<file path="src/rtl/aes_subbyte_ctrl.sv">
// SubBytes handshake initiator. It runs one op at a time: accept a state word, pulse
// sub_start, wait for sub_ready or a timeout, then hold the result until downstream accepts it.
module aes_subbyte_ctrl #(
    parameter int DATA_W  = 128,
    parameter int TIMEOUT = 64,
    parameter int CNT_W   = 16
) (
    input  logic              clk,
    input  logic              rst,
    input  logic              in_valid,
    output logic              in_ready,
    input  logic [DATA_W-1:0] in_data,
    input  logic              in_en_de,
    output logic              sub_start,
    output logic              sub_en_de,
    output logic [DATA_W-1:0] sub_data_in,
    input  logic              sub_ready,
    input  logic [DATA_W-1:0] sub_data_out,
    output logic              out_valid,
    input  logic              out_ready,
    output logic [DATA_W-1:0] out_data,
    output logic              out_err,
    output logic              busy,
    output logic [CNT_W-1:0]  done_cnt,
    output logic [CNT_W-1:0]  err_cnt
);

    localparam int TW = $clog2(TIMEOUT);
    localparam logic [TW-1:0] TMO_LAST = TW'(TIMEOUT - 1);

    typedef enum logic [1:0] {IDLE, START, WAIT, HOLD} state_e;

    state_e            state_q, state_d;
    logic [DATA_W-1:0] sub_data_q, sub_data_d;
    logic              en_de_q, en_de_d;
    logic [DATA_W-1:0] out_data_q, out_data_d;
    logic              out_err_q, out_err_d;
    logic [TW-1:0]     tmo_q, tmo_d;
    logic [CNT_W-1:0]  done_q, done_d;
    logic [CNT_W-1:0]  err_q, err_d;

    always_comb begin
        // NOTE: every signal gets a default first so no path leaves it unassigned (no latches).
        state_d    = state_q;
        sub_data_d = sub_data_q;
        en_de_d    = en_de_q;
        out_data_d = out_data_q;
        out_err_d  = out_err_q;
        tmo_d      = tmo_q;
        done_d     = done_q;
        err_d      = err_q;
        in_ready   = 1'b0;

        case (state_q)
            IDLE: begin
                in_ready = 1'b1;
                if (in_valid) begin
                    sub_data_d = in_data;
                    en_de_d    = in_en_de;
                    state_d    = START;
                end
            end
            START: begin
                tmo_d   = '0;
                state_d = WAIT;
            end
            WAIT: begin
                tmo_d = tmo_q + TW'(1);
                // A response landing on the timeout cycle still counts as a success.
                if (sub_ready) begin
                    out_data_d = sub_data_out;
                    out_err_d  = 1'b0;
                    done_d     = (done_q == '1) ? done_q : done_q + CNT_W'(1);
                    state_d    = HOLD;
                end else if (tmo_q == TMO_LAST) begin
                    out_data_d = '0;
                    out_err_d  = 1'b1;
                    err_d      = (err_q == '1) ? err_q : err_q + CNT_W'(1);
                    state_d    = HOLD;
                end
            end
            HOLD: begin
                // The output handshake cycle can also accept the next word.
                in_ready = out_ready;
                if (out_ready) begin
                    if (in_valid) begin
                        sub_data_d = in_data;
                        en_de_d    = in_en_de;
                        state_d    = START;
                    end else begin
                        state_d = IDLE;
                    end
                end
            end
            default: state_d = IDLE;
        endcase
    end

    always_ff @(posedge clk or posedge rst) begin
        if (rst) begin
            state_q    <= IDLE;
            // NOTE: the wide data registers are reset as well, because their values are visible at the ports.
            sub_data_q <= '0;
            en_de_q    <= 1'b0;
            out_data_q <= '0;
            out_err_q  <= 1'b0;
            tmo_q      <= '0;
            done_q     <= '0;
            err_q      <= '0;
        end else begin
            // NOTE: state is updated with non-blocking assignments only.
            state_q    <= state_d;
            sub_data_q <= sub_data_d;
            en_de_q    <= en_de_d;
            out_data_q <= out_data_d;
            out_err_q  <= out_err_d;
            tmo_q      <= tmo_d;
            done_q     <= done_d;
            err_q      <= err_d;
        end
    end

    assign sub_start   = (state_q == START);
    assign out_valid   = (state_q == HOLD);
    assign busy        = (state_q != IDLE);
    assign sub_data_in = sub_data_q;
    assign sub_en_de   = en_de_q;
    assign out_data    = out_data_q;
    assign out_err     = out_err_q;
    assign done_cnt    = done_q;
    assign err_cnt     = err_q;

endmodule

</file>
<file path="config.mk">
export PLATFORM = sky130hd
export DESIGN_NAME = aes_subbyte_ctrl
export DESIGN_NICKNAME = d
export VERILOG_FILES = /design/src/rtl/aes_subbyte_ctrl.sv
export SDC_FILE = /design/constraint.sdc
export NUM_CORES = 1
export LEC_CHECK = 0
export BUFFER_PORTS_ARGS = -buffer_cell sky130_fd_sc_hd__buf_4
export CORE_AREA = 2 2 215 217
export DETAILED_ROUTE_END_ITERATION = 6
export DIE_AREA = 0 0 217 219
export GPL_ROUTABILITY_DRIVEN = 1
export SLEW_MARGIN = 10
export SYNTH_ARGS = -nofsm -noshare
export SYNTH_HDL_FRONTEND = slang
export SYNTH_SLANG_ARGS = --single-unit
</file>
<file path="constraint.sdc">
create_clock -name clk -period 15.55 [get_ports clk]
set_input_delay 3.11 -clock clk [delete_from_list [all_inputs] [get_ports clk]]
set_output_delay 3.11 -clock clk [all_outputs]
set_load 0.05 [all_outputs]
</file>
==> impl_metrics.yaml <==
cells_and_area:
  syn_to_final_growth_pct: 51.30
  layout-drive-gt1-share_pct: 56.72
  fin_util_pct: 38.35
  n_antenna_cell: 0
  multi_input_area_mm2: 0.003749
  seqCellArea_mm2: 0.007457
  n_fill_cell: 4376
  num-nets-final: 1587
pwr:
  switching_share_pct: 47.50
  peakVddDrop_mv: 0.1761
  powerDensity_mw_per_mm2: 262.2
  p_sw_mw: 2.154
  intPower_mw: 2.381
  pwr-share-clk_pct: 17.2
  p_seq_share_pct: 28.9
  cellLeakagePower_nw: 8.666
  comb_power_share_pct: 53.9
sta:
  fin_worst_skew_ns: 0.01070
  hold_viol: 0
  rsz0062_at_grt: "false"
  slew_viol_final: 0
  period_needed_ns: 6.735
  slew_headroom_pct: 31.95
  tightestPinTransition_ns: 1.021
  setup_violations: 0
  fmax_mhz: 148.5
  setup_tns_ns: 0
  fin_crit_sh_pct: 43.31
setup_path:
  cp_top_family: "buffers and inverters"
  crit_chain: "buf_4, nand2_1, a21oi_1, buf_4"
  cp.depth: 4
  cp-end-kind: "output port"
  worstSetupPathType: "in2out"
  arrival_ns: 3.62
  cp.buffers_inverters: 2
  cp.required_ns: 12.44
  crit_fanout: 2
  critPathMostFrequentCell: "buf_4"
  reg2reg_depth: 7
  slowest_stage: "buf_4"
  max_stage_delay_ns: 0.22
  crit_path_start_kind: "input pin"
clock_tree:
  cts_setup_buffers: 0
  path_clk_slew_ns: 0.06
  clk_path_buf_depth: 3
  hold_buffers: 0
  cts_tree: "yes"
  cts.sinks: 298
  clk_latency_ns: 0.56
  cts_resized: 0
  numCtsBuffers: 31
  htreeDepth: 1
  cts-root-buf: "clkbuf_16"
hold_path:
  hold_depth: 1
  min_path_type: "reg2reg"
yosys:
  ys.flop_type: "dfrtp_1"
  synthCells: 767
  synth_fp_nets: 1037
  netlist.area_leader.share_pct: 65.24
  synth.area.top_cells: "dfrtp_1 (65%), mux2_2 (13%), a22o_1 (9.9%)"
  yosys_register_bits: 298
  netlist.top_cell.by_area: "dfrtp_1"
  synth_area_mm2: 0.01143
  synth_edf_count: 0
  netlist-cell-type-count: 43
  yosys-top-cells-count: "dfrtp_1 (298), mux2_2 (134), a22o_1 (129)"
  synthMostInstantiatedCell: "dfrtp_1"
  syn_avg_cell_area_um2: 14.90
  ys_warn_count: 0
  synth_seq_area_share_pct: 65.24
  async_flop_share_pct: 100.0
detailed_routing:
  wl_mm: 35.23
  wl_met1_mm: 13.87
  dr_wl_met3_mm: 2.689
  vias_per_cell: 4.415
  drt-pass1-iter-count: 4
  wl_per_cell_um: 18.16
  wl_met2_mm: 18.15
  ant_nets: 0
  routed-via-count: 8566
  detail_route.iter0.violations: 401
  remaining_drc_errors: 0
  top_layer: "met4"
placement:
  dpl.hpwl_mm: 25.78
  io_buffers: 555
  place.gp.congestion: 0.7824
outcome:
  outcome: "finished clean"
floorplan:
  die_height_um: 219
  die-area_mm2: 0.04752
  core_mm2: 0.04509
  num_rows: 78
  io_pins: 556
  floorplan.initialDensity_pct: 25.35
  fp.dieW_um: 217
global_route:
  grt_pass1_wl_mm: 52.13
  grt_max_degree: 83
  grt_pass1_vias: 8910
  grt-ovfl-total: 0
  grt_util_all_layers_pct: 13.87
  grt_antenna_before_repair: 0
run:
  drv_cap: 0
==> worst register-to-register path: cells and delay by family, from the launching register on <==
family | cells | cell delay [ns]
AOI/OAI and AO/OA | 2 | 0.73
adders and majority gates | 1 | 0.37
and+or+nand+nor | 1 | 0.44
DFF | 1 | 0.37
buffers and inverters | 3 | 1.41
==> layout by cell type, fill, tap and decap left out, types with 2 or more instances in the layout <==
master,Yosys,layout
xor2_1,10,10
buf_4,0,562
nand2_1,13,12
and4_1,6,6
a22o_1,129,129
bufinv_16,0,3
clkinv_2,0,4
nor3_1,5,5
clkbuf_16,0,31
nand3_1,18,18
nor3b_1,2,2
clkinvlp_4,0,2
o21ai_0,8,8
ha_1,8,8
inv_1,9,8
dfrtp_1,298,298
xnor2_1,9,9
nand4_1,13,13
nor4_4,3,3
a31oi_1,3,3
clkbuf_8,0,11
and3_1,10,10
and2_1,3,2
mux2_2,134,134
o2bb2ai_1,2,2
mux2_1,2,2
a21oi_1,8,7
clkbuf_1,15,4
nor2_1,8,8
mux2i_1,5,5
==> cell families (layout without fill, tap and decap cells) <==
logic type | after synthesis | in the layout | share of synthesized area, %
compound gates | 156 | 156 | 11.33
simple gates | 91 | 91 | 5.112
fa+ha+maj | 8 | 8 | 0.8758
buf+inv | 54 | 627 | 2.145
xor+xnor | 19 | 19 | 1.456
mux | 141 | 141 | 13.84
flops | 298 | 298 | 65.24
==> registers in the layout (all words and copies together) (netlist names) <==
register,cells
out_data,128
done_cnt,16
sub_en_de,1
err_cnt,16
tmo_q,6
out_err,1
sub_data_in,128
state_q,2
==> routing by layer <==
metal,up-vias,GRT usage (%)
li1,3935,-
met1,4241,16.73
met2,356,24.73
met3,34,3.576
met4,0,3.219
met5,-,0
==> layout make-up <==
| type | instances | share of cell area (%) |
|---|---|---|
| clock inverter | 10 | 0.7742 |
| tap | 600 | 4.341 |
| clock buffer | 46 | 5.448 |
| inverter | 9 | 0.2388 |
| sequential | 298 | 43.12 |
| multi-input combinational | 415 | 21.68 |
| timing repair buffer | 562 | 24.40 |
==> power groups by stage <==
stage / sequential (mW) / combinational, mW / clock, mW
2_1_floorplan: 2.45 / 0.535 / 0
3_3_place_gp: 1.31 / 2.45 / 0
3_5_place_dp: 1.31 / 2.47 / 0
4_1_cts: 1.31 / 2.47 / 0.804
5_1_grt: 1.35 / 2.54 / 0.836
6_report: 1.31 / 2.44 / 0.778
==> per-stage QoR <==
| stage | power [mW] | instance area [µm²] | hold WS (ns) | instances | worst slack, ns |
|---|---|---|---|---|---|
| 6_report | 4.534 | 17290 | 0.4989 | 1940 | 8.815 |
| 5_1_grt | 4.726 | 17290 | 0.5107 | 1940 | 8.795 |
| 4_1_cts | 4.583 | 17290 | 0.5033 | 1940 | 8.819 |
| 3_5_place_dp | 3.784 | 16220 | 0.4829 | 1884 | 8.821 |
| 3_3_place_gp | 3.760 | 16220 | 0.4830 | 1884 | 8.823 |
| 2_1_floorplan | 2.986 | 11430 | 0.4706 | 767 | 4.207 |
==> worst paths after layout <==
check,start,to,slack [ns]
worst max-delay path,out_ready,in_ready,8.82
worst min-delay path,out_data[127],out_data[127],0.50
worst max register to register,state_q[0],out_data[5],12.17
worst min register to register,out_data[127],out_data[127],0.50
max in group asynchronous,rst,out_data[14],10.77
min in group asynchronous,rst,sub_data_in[113],2.61
(Power assumes the default switching activity.)
